<file path="config.mk">
export PLATFORM = sky130hd
export DESIGN_NAME = vga_sink
export DESIGN_NICKNAME = d
export VERILOG_FILES = /design/src/rtl/vga_sink.sv
export SDC_FILE = /design/constraint.sdc
export NUM_CORES = 1
export LEC_CHECK = 0
export CORE_MARGIN = 1
export CORE_UTILIZATION = 33
export DETAILED_ROUTE_END_ITERATION = 8
export PLACE_DENSITY = 0.53
export SETUP_SLACK_MARGIN = 0.05
export SLEW_MARGIN = 10
export SYNTH_ARGS = -nofsm -noshare
export SYNTH_HDL_FRONTEND = slang
export SYNTH_SLANG_ARGS = --single-unit
</file>
<file path="constraint.sdc">
create_clock -name pix_clk -period 3.65 [get_ports pix_clk]
set_clock_uncertainty 0.05 [all_clocks]
set_input_delay 1.095 -clock pix_clk [delete_from_list [all_inputs] [get_ports pix_clk]]
set_output_delay 1.095 -clock pix_clk [all_outputs]
set_load 0.005 [all_outputs]
</file>
<file path="src/rtl/vga_sink.sv">
// vga_sink: samples a VGA/LCD stream, recovers pixel coordinates and checks frame geometry.
// Optional per-frame checksum accumulator is built when VGA_SINK_CHECKSUM_EN is defined.
module vga_sink #(
  parameter int H_ACTIVE        = 800,
  parameter int V_ACTIVE        = 480,
  parameter int SYNC_ACTIVE_LOW = 1
) (
  input  logic        pix_clk,
  input  logic        reset,
  input  logic        vga_hsync,
  input  logic        vga_vsync,
  input  logic        vga_de,
  input  logic [4:0]  vga_r,
  input  logic [5:0]  vga_g,
  input  logic [4:0]  vga_b,
  output logic        pix_valid,
  output logic [10:0] pix_x,
  output logic [9:0]  pix_y,
  output logic [15:0] pix_rgb,
  output logic        frame_done,
  output logic        frame_ok,
  output logic [9:0]  frame_lines,
  output logic [15:0] frame_sum,
  output logic [2:0]  err_flags
);

  typedef enum logic {SEEK = 1'b0, FRAME = 1'b1} state_t;

  localparam logic [10:0] H_EXP    = 11'(H_ACTIVE);
  localparam logic [9:0]  V_EXP    = 10'(V_ACTIVE);
  localparam logic        SYNC_INV = (SYNC_ACTIVE_LOW != 0);

  function automatic logic [10:0] sat_inc11(input logic [10:0] v);
    sat_inc11 = (v == 11'h7FF) ? v : v + 11'd1;
  endfunction

  function automatic logic [9:0] sat_inc10(input logic [9:0] v);
    sat_inc10 = (v == 10'h3FF) ? v : v + 10'd1;
  endfunction

  state_t      state_q, state_d;
  logic        hs_q, hs_d, vs_q, vs_d, de_q, de_d;
  logic        vs_prev_q, vs_prev_d, de_prev_q, de_prev_d;
  logic [15:0] rgb_q, rgb_d;
  logic [10:0] col_q, col_d;
  logic [9:0]  line_q, line_d;
  logic        bad_len_q, bad_len_d, dis_q, dis_d;
  logic        pix_valid_q, pix_valid_d;
  logic [10:0] pix_x_q, pix_x_d;
  logic [9:0]  pix_y_q, pix_y_d;
  logic [15:0] pix_rgb_q, pix_rgb_d;
  logic        frame_done_q, frame_done_d, frame_ok_q, frame_ok_d;
  logic [9:0]  frame_lines_q, frame_lines_d;
  logic [2:0]  err_flags_q, err_flags_d;

  logic        vs_edge, de_rise, de_fall, in_frame, pixel, line_close;
  logic        line_len_bad, sync_hit;
  logic [10:0] cur_x;
  logic [9:0]  lines_closed;
  logic [2:0]  close_err;

  // Input capture with sync normalised to active-high, plus delayed copies for edge detection.
  always_comb begin
    hs_d      = vga_hsync ^ SYNC_INV;
    vs_d      = vga_vsync ^ SYNC_INV;
    de_d      = vga_de;
    rgb_d     = {vga_r, vga_g, vga_b};
    vs_prev_d = vs_q;
    de_prev_d = de_q;
  end

  assign vs_edge      = vs_q & ~vs_prev_q;
  assign de_rise      = de_q & ~de_prev_q;
  assign de_fall      = ~de_q & de_prev_q;
  assign in_frame     = (state_q == FRAME);
  assign pixel        = in_frame & de_q;
  assign line_close   = in_frame & de_fall;
  assign cur_x        = de_rise ? 11'd0 : col_q;
  assign line_len_bad = line_close & (col_q != H_EXP);
  assign sync_hit     = pixel & (hs_q | vs_q);
  // A line closing on the vsync-edge cycle still belongs to the frame being closed.
  assign lines_closed = line_close ? sat_inc10(line_q) : line_q;
  assign close_err    = {dis_q, (lines_closed != V_EXP), bad_len_q | line_len_bad};

  // State register.
  always_ff @(posedge pix_clk) begin
    if (reset) begin
      state_q <= SEEK;
    end else begin
      state_q <= state_d;
    end
  end

  // Next-state logic.
  always_comb begin
    case (state_q)
      SEEK:    state_d = vs_edge ? FRAME : SEEK;
      FRAME:   state_d = FRAME;
      default: state_d = SEEK;
    endcase
  end

  // Line/frame bookkeeping and output register inputs.
  always_comb begin
    col_d         = col_q;
    line_d        = line_q;
    bad_len_d     = bad_len_q;
    dis_d         = dis_q;
    pix_valid_d   = pixel;
    pix_x_d       = pix_x_q;
    pix_y_d       = pix_y_q;
    pix_rgb_d     = pix_rgb_q;
    frame_done_d  = 1'b0;
    frame_ok_d    = frame_ok_q;
    frame_lines_d = frame_lines_q;
    err_flags_d   = err_flags_q;
    case (state_q)
      SEEK: begin
        if (vs_edge) begin
          col_d     = 11'd0;
          line_d    = 10'd0;
          bad_len_d = 1'b0;
          dis_d     = 1'b0;
        end else begin
          col_d = col_q;
        end
      end
      FRAME: begin
        if (pixel) begin
          col_d     = sat_inc11(cur_x);
          pix_x_d   = cur_x;
          pix_y_d   = vs_edge ? 10'd0 : line_q;
          pix_rgb_d = rgb_q;
        end else begin
          col_d = col_q;
        end
        if (vs_edge) begin
          frame_done_d  = 1'b1;
          frame_lines_d = lines_closed;
          err_flags_d   = close_err;
          frame_ok_d    = (close_err == 3'b000);
          line_d        = 10'd0;
          bad_len_d     = 1'b0;
          dis_d         = sync_hit;
        end else begin
          line_d    = lines_closed;
          bad_len_d = bad_len_q | line_len_bad;
          dis_d     = dis_q | sync_hit;
        end
      end
      default: begin
        col_d     = 11'd0;
        line_d    = 10'd0;
        bad_len_d = 1'b0;
        dis_d     = 1'b0;
      end
    endcase
  end

  // Input, working and output registers.
  always_ff @(posedge pix_clk) begin
    if (reset) begin
      hs_q          <= 1'b0;
      vs_q          <= 1'b0;
      de_q          <= 1'b0;
      vs_prev_q     <= 1'b0;
      de_prev_q     <= 1'b0;
      rgb_q         <= 16'h0000;
      col_q         <= 11'd0;
      line_q        <= 10'd0;
      bad_len_q     <= 1'b0;
      dis_q         <= 1'b0;
      pix_valid_q   <= 1'b0;
      pix_x_q       <= 11'd0;
      pix_y_q       <= 10'd0;
      pix_rgb_q     <= 16'h0000;
      frame_done_q  <= 1'b0;
      frame_ok_q    <= 1'b0;
      frame_lines_q <= 10'd0;
      err_flags_q   <= 3'b000;
    end else begin
      hs_q          <= hs_d;
      vs_q          <= vs_d;
      de_q          <= de_d;
      vs_prev_q     <= vs_prev_d;
      de_prev_q     <= de_prev_d;
      rgb_q         <= rgb_d;
      col_q         <= col_d;
      line_q        <= line_d;
      bad_len_q     <= bad_len_d;
      dis_q         <= dis_d;
      pix_valid_q   <= pix_valid_d;
      pix_x_q       <= pix_x_d;
      pix_y_q       <= pix_y_d;
      pix_rgb_q     <= pix_rgb_d;
      frame_done_q  <= frame_done_d;
      frame_ok_q    <= frame_ok_d;
      frame_lines_q <= frame_lines_d;
      err_flags_q   <= err_flags_d;
    end
  end

`ifdef VGA_SINK_CHECKSUM_EN
  logic [15:0] sum_q, sum_d, frame_sum_q, frame_sum_d;

  // Pixels on the vsync-edge cycle seed the new frame's sum.
  always_comb begin
    sum_d       = sum_q;
    frame_sum_d = frame_sum_q;
    case (state_q)
      SEEK: begin
        if (vs_edge) begin
          sum_d = 16'h0000;
        end else begin
          sum_d = sum_q;
        end
      end
      FRAME: begin
        if (vs_edge) begin
          frame_sum_d = sum_q;
          sum_d       = pixel ? rgb_q : 16'h0000;
        end else if (pixel) begin
          sum_d = sum_q + rgb_q;
        end else begin
          sum_d = sum_q;
        end
      end
      default: sum_d = 16'h0000;
    endcase
  end

  // Checksum registers.
  always_ff @(posedge pix_clk) begin
    if (reset) begin
      sum_q       <= 16'h0000;
      frame_sum_q <= 16'h0000;
    end else begin
      sum_q       <= sum_d;
      frame_sum_q <= frame_sum_d;
    end
  end

  assign frame_sum = frame_sum_q;
`else
  assign frame_sum = 16'h0000;
`endif

  assign pix_valid   = pix_valid_q;
  assign pix_x       = pix_x_q;
  assign pix_y       = pix_y_q;
  assign pix_rgb     = pix_rgb_q;
  assign frame_done  = frame_done_q;
  assign frame_ok    = frame_ok_q;
  assign frame_lines = frame_lines_q;
  assign err_flags   = err_flags_q;

endmodule
</file>
==> results.py, run 1 <==
metrics = {
    "outcome": {
        "outcome": "finished, violations left",
        "violations": "design-rule violations",
    },
    "cells_and_area": {
        "nNetsFinal": 545,
        "n_antenna_cell": 0,
        "final_area_sq_um": 5040,
        "fillers": 1127,
        "layout-area-overhead-vs-synth_pct": 27.2,
        "drive_gt1_share_pct": 5.88,
        "finish.utilization_pct": 43.5,
    },
    "synth": {
        "synth_compound_area_share_pct": 17.2,
        "yosys.area_share.simple_pct": 24.3,
        "synth_xor_area_share_pct": 0.221,
        "synthCells": 461,
        "synth_flop_cell": "dfxtp_1",
        "ys_ff_latch": 98,
        "synth_edf_count": 0,
        "ys_types": 61,
        "yosys_warnings": 0,
        "ys_seq_area_share_pct": 49.6,
        "synth_top_family_by_area": "simple AND/OR/NAND/NOR gates",
        "synthArstFlopShare_pct": 0,
        "muxShareOfSynthArea_pct": 1.04,
        "synth.avg_cell_area_sq_um": 8.59,
        "synth_fa_ha_area_share_pct": 0.632,
        "syn_area_sq_um": 3960,
    },
    "floorplanning": {
        "core.rowCount": 39,
        "core_area_sq_um": 11600,
        "die_h_microns": 112,
        "die_w_microns": 112,
        "initial_utilization_pct": 34.2,
        "dieArea_sq_um": 12400,
        "pin_count": 90,
    },
    "pwr": {
        "swShare_pct": 24.2,
        "netSwitchingPower_uw": 516,
        "peakVddDrop_v": 0.000205,
        "leakagePower_uw": 0.00170,
        "clockPowerShare_pct": 43.9,
        "p_seq_share_pct": 51.5,
        "p_int_uw": 1610,
        "pwr-share-comb_pct": 4.6,
        "p_per_area_nw_per_um2": 422,
        "finalPower_uw": 2130,
    },
    "cts": {
        "cts_setup_buffers": 0,
        "root_buffer": "clkbuf_16",
        "clock_latency_ps": 350,
        "clockBufferDepth": 2,
        "post_cts_resized": 0,
        "holdBufCountCts": 0,
        "cts_buffers": 9,
        "cts.clk_slew.worst_paths_ps": 80,
        "clkSinkCount": 98,
        "cts_tree": "yes",
        "ctsHtreeMaxLevel": 3,
    },
    "drt": {
        "drt-pass1-iter-count": 6,
        "drtIter0Drc": 214,
        "ant_nets": 0,
        "drcViolationCount": 5,
        "wirelength_microns": 9400,
        "wl_per_cell_microns": 14.0,
        "vias_per_cell": 5.02,
        "vias": 3364,
    },
    "timing": {
        "tightestPinTransition_ps": 837,
        "relSlewSlack_pct": 43.6,
        "fin_crit_sh_pct": 67.1,
        "rsz0062_at_grt": "no",
        "finalSetupViolCount": 0,
        "fin_crit_ps": 2450,
        "hold_viol_final": 0,
        "finalSetupTns_ps": 0,
        "whs_ps": 383,
        "drv_slew": 0,
        "timing.fmax_mhz": 408,
    },
    "placed_design": {
        "place_congestion": 0.883,
        "place_area_sq_um": 4740,
        "port_buffers": 73,
        "dpl.hpwl_microns": 6470,
    },
    "setup_path": {
        "crit_path_start_kind": "register",
        "crit_type": "reg -> reg",
        "cp.arrival_ps": 2670,
        "cp_max_fo": 22,
        "ff2ff_setup_slack_ps": 1200,
        "endpoint_kind": "register",
        "required_ps": 3880,
    },
    "grt": {
        "grt_antenna_before_repair": 0,
        "grt_first_pass_wirelength_microns": 15500,
        "track_usage_pct": 15.5,
        "grt.overflow.total": 0,
        "grt_pass1_vias": 3070,
        "grt_max_degree": 38,
    },
    "flow_run": {
        "max_cap_violations": 0,
    },
    "min_path": {
        "hold_class": "reg -> reg",
    },
}
==> synthesized netlist by cell type, types with 4 or more instances <==
cell type | count | area [sq um]
buf_4 | 16 | 120
o21ai_0 | 11 | 55.1
clkbuf_1 | 24 | 90.1
nand4_1 | 7 | 43.8
a211oi_1 | 7 | 52.6
nand2b_1 | 4 | 25.0
nor2b_1 | 21 | 131
nand2_1 | 72 | 270
nand3_1 | 13 | 65.1
a22oi_1 | 11 | 82.6
nor2_1 | 41 | 154
inv_1 | 11 | 41.3
a21oi_1 | 44 | 220
dfxtp_1 | 98 | 1960
nor3_1 | 13 | 65.1
==> layout by cell type (no fill, tap or decap), drive strengths merged, types with 11 or more instances in the layout <==
master         instances
nor2b                 21
nor2                  41
a21oi                 44
o21ai                 12
clkdlybuf4s50         72
nor3                  14
nand3                 13
dfxtp                 98
conb                  16
inv                   15
a22oi                 11
nand2                 72
==> per-stage QoR <==
stage | std cells | setup WS (ps)
final | 670 | 1200
after global routing | 670 | 960
after CTS | 670 | 1180
after detailed placement | 654 | 1210
after global placement | 654 | 1230
after floorplan | 476 | 1070
==> cells by family (layout without fill, tap and decap cells) <==
logic type      after synthesis  after routing
other cells                   1             16
simple gates                197            197
xor+xnor                      1              1
mux                           4              4
buf+inv                      55            106
fa+ha+maj                     2              2
compound gates              103            103
flops                        98             98
==> power by group through the flow <==
stage | Sequential, uW | Combinational [uW] | Clock, uW
floorplan | 1120 | 68.3 | 0
global placement | 1120 | 98.3 | 0
detailed placement | 1120 | 98.5 | 0
CTS | 1100 | 98.4 | 957
global route | 1100 | 109 | 1000
finish | 1100 | 97.9 | 934
==> routing by layer <==
layer / up-vias / GRT usage, % / wire [microns]
li1: 1703 / - / -
met1: 1532 / 21.8 / 4710
met2: 117 / 22.5 / 3990
met3: 12 / 2.50 / 503
met4: 0 / 8.38 / 195
met5: - / 0 / 0
==> area by class of cell <==
cell class / instances / area, sq um / area share [%]
clock inverters: 7 / 68.8 / 1.37
clock buffers: 9 / 225 / 4.47
flip-flops and latches: 98 / 1960 / 39.0
inverters: 11 / 41.3 / 0.820
repair buffers: 79 / 783 / 15.6
multi-input cells: 323 / 1780 / 35.3
well taps: 143 / 179 / 3.55
==> path summary, 6_finish.rpt <==
| path | startpoint | to | cells after the start |
|---|---|---|---|
| max reg2reg | de_prev_q$_SDFF_PP0_ | col_q[9]$_SDFFE_PP0P_ | 9 |
| min | rgb_q[15]$_SDFF_PP0_ | pix_rgb[15]$_SDFFE_PP0P_ | 2 |
| max | de_prev_q$_SDFF_PP0_ | col_q[9]$_SDFFE_PP0P_ | 9 |
| min reg2reg | rgb_q[15]$_SDFF_PP0_ | pix_rgb[15]$_SDFFE_PP0P_ | 2 |
==> state kept, by name (all words and copies together), names as in the netlist, 3 cells and up <==
signal	cells
pix_x	11
line_q	10
pix_y	10
pix_rgb	16
col_q	11
err_flags	3
rgb_q	16
frame_lines	10
==> critical path: stages (launching register included) <==
cell and delay [ps]:
dfxtp_1 420, nand2b_1 130, buf_4 230, nand2_1 110
inv_1 90, ha_1 200, nand3_1 290, or3_4 510
a311o_1 290, o211ai_2 70
No activity file was read; power rests on OpenSTA's default activity.
==> run 2, diff against run 1 <==
Settings changed: PLACE_DENSITY 0.53 to 0.56.
Clock period 3.65 ns to 2.04 ns, I/O delays scaled along.
==> results.py, run 2 (same netlist as run 1, synthesis figures left out) <==
metrics = {
    "outcome": {
        "outcome": "finished, violations left",
        "violations": "design-rule violations",
    },
    "timing": {
        "fin_crit_ps": 1950,
        "finalSetupViolCount": 0,
        "worst_slack_ps": 89.4,
        "fin_crit_sh_pct": 95.6,
        "drv_slew": 0,
        "tightestPinTransition_ps": 892,
        "relSlewSlack_pct": 39.9,
        "timing.fmax_mhz": 513,
        "hold_viol_final": 0,
        "rsz0062_at_grt": "no",
    },
    "floorplanning": {
        "die_h_microns": 112,
        "dieArea_sq_um": 12400,
        "pin_count": 90,
        "initial_utilization_pct": 34.2,
        "die_w_microns": 112,
        "core_area_sq_um": 11600,
        "core.rowCount": 39,
    },
    "cells_and_area": {
        "regArea_sq_um": 1980,
        "fillers": 1148,
        "final_area_sq_um": 5450,
        "layout-area-overhead-vs-synth_pct": 37.7,
        "n_antenna_cell": 0,
        "final_common_cell": "dfxtp_1",
        "final_cell_mix": "dfxtp_1 (90), nand2_1 (72), clkdlybuf4s50_1 (72), a21oi_1 (44)",
        "drive_gt1_share_pct": 16.0,
        "multiInputGateArea_sq_um": 1900,
        "nNetsFinal": 579,
    },
    "setup_path": {
        "worst-path-buf-inv": 2,
        "cp_slowest_stage_delay_ps": 370,
        "cp_slowest_cell": "dfxtp_2",
        "crit_type": "reg -> reg",
        "cp_top_family": "simple AND/OR/NAND/NOR gates",
        "ff2ff_setup_slack_ps": 90,
        "cp.arrival_ps": 2120,
        "required_ps": 2210,
        "crit_chain": "nand4_1 > buf_4 > nor4_2 > mux2i_1 > buf_4 > a2111oi_4 > a211oi_1",
        "reg2reg_to": "err_flags[1]$_SDFFE_PP0P_",
        "endpoint_kind": "register",
        "cp_max_fo": 6,
        "worst_path_most_repeated_cell": "buf_4",
        "r2r_start": "line_q[2]$_SDFF_PP0_",
        "crit_path_start_kind": "register",
        "r2r_cells": 7,
    },
    "min_path": {
        "hold_class": "reg -> reg",
        "hp-start": "rgb_q[2]$_SDFF_PP0_",
        "whs_endpoint": "pix_rgb[2]$_SDFFE_PP0P_",
        "hold_depth": 2,
    },
    "pwr": {
        "leakagePower_uw": 0.00189,
        "p_per_area_nw_per_um2": 742,
        "peakVddDrop_v": 0.000351,
    },
    "cts": {
        "clock_latency_ps": 350,
        "root_buffer": "clkbuf_16",
        "ctsHtreeMaxLevel": 3,
        "clockBufferDepth": 2,
        "cts.clk_slew.worst_paths_ps": 70,
        "cts_buffers": 9,
        "clkSinkCount": 98,
        "holdBufCountCts": 0,
        "cts_tree": "yes",
    },
    "drt": {
        "ant_nets": 0,
        "drcViolationCount": 14,
        "wirelength_microns": 10200,
        "vias_per_cell": 5.02,
        "drt-pass1-iter-count": 7,
        "vias": 3537,
        "wl_per_cell_microns": 14.5,
        "drtIter0Drc": 191,
    },
    "placed_design": {
        "port_buffers": 73,
        "place_congestion": 0.891,
        "dp_slack_ps": 6.10,
        "dpl.hpwl_microns": 7090,
        "place_area_sq_um": 5000,
    },
    "flow_run": {
        "max_cap_violations": 0,
    },
    "grt": {
        "grt_antenna_before_repair": 0,
        "track_usage_pct": 16.2,
        "grt.overflow.total": 0,
        "grt_first_pass_wirelength_microns": 16200,
        "grt_pass1_vias": 3251,
        "grt_max_degree": 46,
    },
}
## run 2: changes by cell type in the layout (fill, tap and decap cells not counted), sizes merged
cell    before  now
buf          7   41
bufinv       0    2
clkinv       3    1
## run 2: final cells by class
class / instances / area share, %
multi-input cells: 323 / 34.8
repair buffers: 113 / 18.8
clock inverters: 7 / 1.95
inverters: 11 / 0.758
well taps: 143 / 3.28
clock buffers: 9 / 4.13
flip-flops and latches: 98 / 36.3
## run 2: timing repair
action | in CTS | in global routing
setup buffers | 0 | 3
setup endpoints to repair | 3 | 8
gates resized for setup | 5 | 23
pin swaps | 1 | 6
## run 2: through the flow
stage | total power (uW) | util, % | hold slack [ps] | std cells | setup TNS, ps
2_1_floorplan | 2130 | - | 367 | 476 | -1.30
4_1_cts | 4080 | 46.3 | 385 | 701 | 0
5_1_grt | 4170 | 47.1 | 402 | 704 | 0
6_report | 4040 | 47.1 | 384 | 704 | 0
3_3_place_gp | 2190 | 43.2 | 370 | 685 | 0
3_5_place_dp | 2200 | 43.2 | 376 | 685 | 0
## run 2: power by group
| part | switching, uW | internal [uW] |
|---|---|---|
| clock network | 792 | 1100 |
| logic | 107 | 88.7 |
| registers | 15.3 | 1940 |
## run 2: worst max path at each step
| stage | start | slack [ps] | end | cells after the start |
|---|---|---|---|---|
| final | line_q[2]$_SDFF_PP0_ | 90 | err_flags[1]$_SDFFE_PP0P_ | 7 |
| after floorplan | de_prev_q$_SDFF_PP0_ | -1 | col_q[9]$_SDFFE_PP0P_ | 10 |
| after CTS | de_prev_d$_SDFF_PP0_ | 50 | err_flags[1]$_SDFFE_PP0P_ | 6 |
| after detailed placement | line_q[1]$_SDFF_PP0_ | 6 | err_flags[1]$_SDFFE_PP0P_ | 6 |
| after global placement | line_q[3]$_SDFF_PP0_ | 60 | err_flags[1]$_SDFFE_PP0P_ | 5 |
| after global routing | line_q[2]$_SDFF_PP0_ | 1 | err_flags[1]$_SDFFE_PP0P_ | 7 |
## run 2: per-layer routing
| layer | wire length (microns) | vias to the layer above | GRT usage, % | part of all wire, % |
|---|---|---|---|---|
| met5 | 0 | - | 0 | 0 |
| met4 | 132 | 0 | 6.94 | 1.3 |
| met3 | 493 | 9 | 3.38 | 4.8 |
| met2 | 4410 | 94 | 22.8 | 43 |
| met1 | 5180 | 1664 | 23.7 | 51 |
| li1 | - | 1770 | - | - |
## run 2: worst reg2reg max path: stages (launching register included)
cell       delay (ps)
dfxtp_2           370
nand4_1           170
buf_4             190
nor4_2            330
mux2i_1           130
buf_4             160
a2111oi_4         310
a211oi_1          120
==> run 3, diff against run 2 <==
Settings changed: CAP_MARGIN from default to 20, PLACE_DENSITY 0.56 to 0.53.
Clock period 2.04 ns to 2 ns, I/O delays scaled along.
==> results.py, run 3 (same netlist as run 1, synthesis figures left out) <==
metrics = {
    "outcome": {
        "outcome": "finished, violations left",
        "violations": "design-rule violations",
    },
    "floorplanning": {
        "core_area_sq_um": 11600,
        "core.rowCount": 39,
        "die_h_microns": 112,
        "initial_utilization_pct": 34.2,
        "die_w_microns": 112,
        "pin_count": 90,
        "dieArea_sq_um": 12400,
    },
    "placed_design": {
        "port_buffers": 73,
        "place_congestion": 0.905,
        "dpl.hpwl_microns": 7120,
        "placed_cells": 692,
    },
    "drt": {
        "vias_per_cell": 4.95,
        "ant_nets": 0,
        "vias": 3531,
        "drcViolationCount": 5,
        "drtIter0Drc": 152,
        "wirelength_microns": 10400,
        "wl_per_cell_microns": 14.6,
        "drt-pass1-iter-count": 9,
    },
    "cts": {
        "holdBufCountCts": 0,
        "cts_tree": "yes",
        "cts_buffers": 9,
        "clock_latency_ps": 350,
        "root_buffer": "clkbuf_16",
        "clkSinkCount": 98,
        "cts.clk_slew.worst_paths_ps": 70,
        "clockBufferDepth": 2,
        "ctsHtreeMaxLevel": 3,
    },
    "pwr": {
        "swShare_pct": 23.6,
        "clockPowerShare_pct": 42.5,
        "leakagePower_uw": 0.00194,
        "pwr-share-comb_pct": 5.5,
        "netSwitchingPower_uw": 904,
        "p_int_uw": 2930,
        "p_seq_share_pct": 52.1,
        "p_per_area_nw_per_um2": 686,
        "peakVddDrop_v": 0.000461,
    },
    "timing": {
        "timing.fmax_mhz": 527,
        "finalSetupViolCount": 0,
        "relSlewSlack_pct": 59.2,
        "fin_crit_ps": 1900,
        "finalSetupTns_ps": 0,
        "tightestPinTransition_ps": 608,
        "fin_crit_sh_pct": 94.9,
        "hold_viol_final": 0,
        "rsz0062_at_grt": "yes",
        "drv_slew": 0,
    },
    "grt": {
        "grt_first_pass_wirelength_microns": 17100,
        "grt.overflow.total": 0,
        "grt_antenna_before_repair": 0,
        "track_usage_pct": 17.3,
        "grt_pass1_vias": 3331,
        "grt_max_degree": 59,
    },
    "cells_and_area": {
        "finish.utilization_pct": 48.3,
        "layout-area-overhead-vs-synth_pct": 41.0,
        "nNetsFinal": 588,
        "drive_gt1_share_pct": 18.9,
        "final_common_cell": "dfxtp_1",
        "final_cell_mix": "dfxtp_1 (87), clkdlybuf4s50_1 (72), nand2_1 (71), buf_4 (45), a21oi_1 (43)",
        "n_antenna_cell": 0,
        "final_cells": 713,
    },
    "setup_path": {
        "cp_slowest_stage_delay_ps": 400,
        "worst-path-buf-inv": 2,
        "cp_top_family": "simple AND/OR/NAND/NOR gates",
        "worst_path_most_repeated_cell": "buf_4",
        "crit_chain": "nand4_1 > buf_4 > nor4_4 > mux2i_2 > buf_4 > o21a_1 > nor2_1",
        "cp_max_fo": 4,
        "required_ps": 2190,
        "endpoint_kind": "register",
        "crit_path_start_kind": "register",
        "cp_slowest_cell": "dfxtp_1",
        "cp.arrival_ps": 2080,
        "crit_type": "reg -> reg",
    },
    "flow_run": {
        "max_cap_violations": 0,
    },
    "min_path": {
        "hold_class": "reg -> reg",
    },
}
run 3: cell types whose count changed in the layout (fill, tap and decap cells not counted), moves of 2 or more:
cell | before | now
dfxtp_1 | 90 | 87
bufinv_16 | 2 | 0
dfxtp_2 | 6 | 8
inv_6 | 3 | 0
clkinvlp_4 | 0 | 4
buf_4 | 40 | 45
run 3: worst paths after layout:
path                                            from                          end  slack (ps)  depth (start not counted)
worst max-delay path            line_q[3]$_SDFF_PP0_  frame_lines[7]$_SDFFE_PP0P_         100                          7
worst min-delay path            rgb_q[15]$_SDFF_PP0_     pix_rgb[15]$_SDFFE_PP0P_         380                          2
worst max register to register  line_q[3]$_SDFF_PP0_  frame_lines[7]$_SDFFE_PP0P_         100                          7
worst min register to register  rgb_q[15]$_SDFF_PP0_     pix_rgb[15]$_SDFFE_PP0P_         380                          2
run 3: metal layers:
layer	global-route usage, %	wire length [microns]	part of all wire, %	vias up
met1	24.4	5140	49	1614
met3	4.52	604	5.8	16
met5	0	0	0	-
met2	24.1	4380	42	109
li1	-	-	-	1792
met4	9.01	260	2.5	0
run 3: power by group through the flow:
stage          Combinational, uW  Sequential (uW)  Clock [uW]
6_report                     209             2000        1630
4_1_cts                      202             2000        1690
3_3_place_gp                 202             2040           0
2_1_floorplan                132             2040           0
3_5_place_dp                 201             2040           0
5_1_grt                      231             2000        1770
run 3: area by class of cell:
class / count / area (sq um)
Clock buffer: 9 / 225
Clock inverter: 7 / 55.1
Fill cell: 1123 / 5980
Inverter: 11 / 41.3
Multi-Input combinational cell: 324 / 1990
Sequential cell: 98 / 1980
Tap cell: 143 / 179
Timing Repair Buffer: 121 / 1110
run 3: per-stage QoR:
stage	area, sq um	total power [uW]	hold WS [ps]	setup WS [ps]
2_1_floorplan	4080	2170	367	-20.9
3_3_place_gp	5070	2240	369	25.2
3_5_place_dp	5070	2240	377	-26.3
4_1_cts	5380	3890	387	29.0
5_1_grt	5580	4000	404	17.3
6_report	5580	3830	384	102
run 3: worst reg2reg max path, cell delays in order (launching register included):
cell and delay, ps:
dfxtp_1 400, nand4_1 170, buf_4 190, nor4_4 280
mux2i_2 390, buf_4 180, o21a_1 100, nor2_1 30
run 3: repair_timing:
action,4_1_cts,5_1_grt
setup endpoints to repair,5,12
endpoints found under the hold margin,0,0
resized for setup,8,39
buffers inserted,0,4
pin swaps,2,12
cloned,0,1
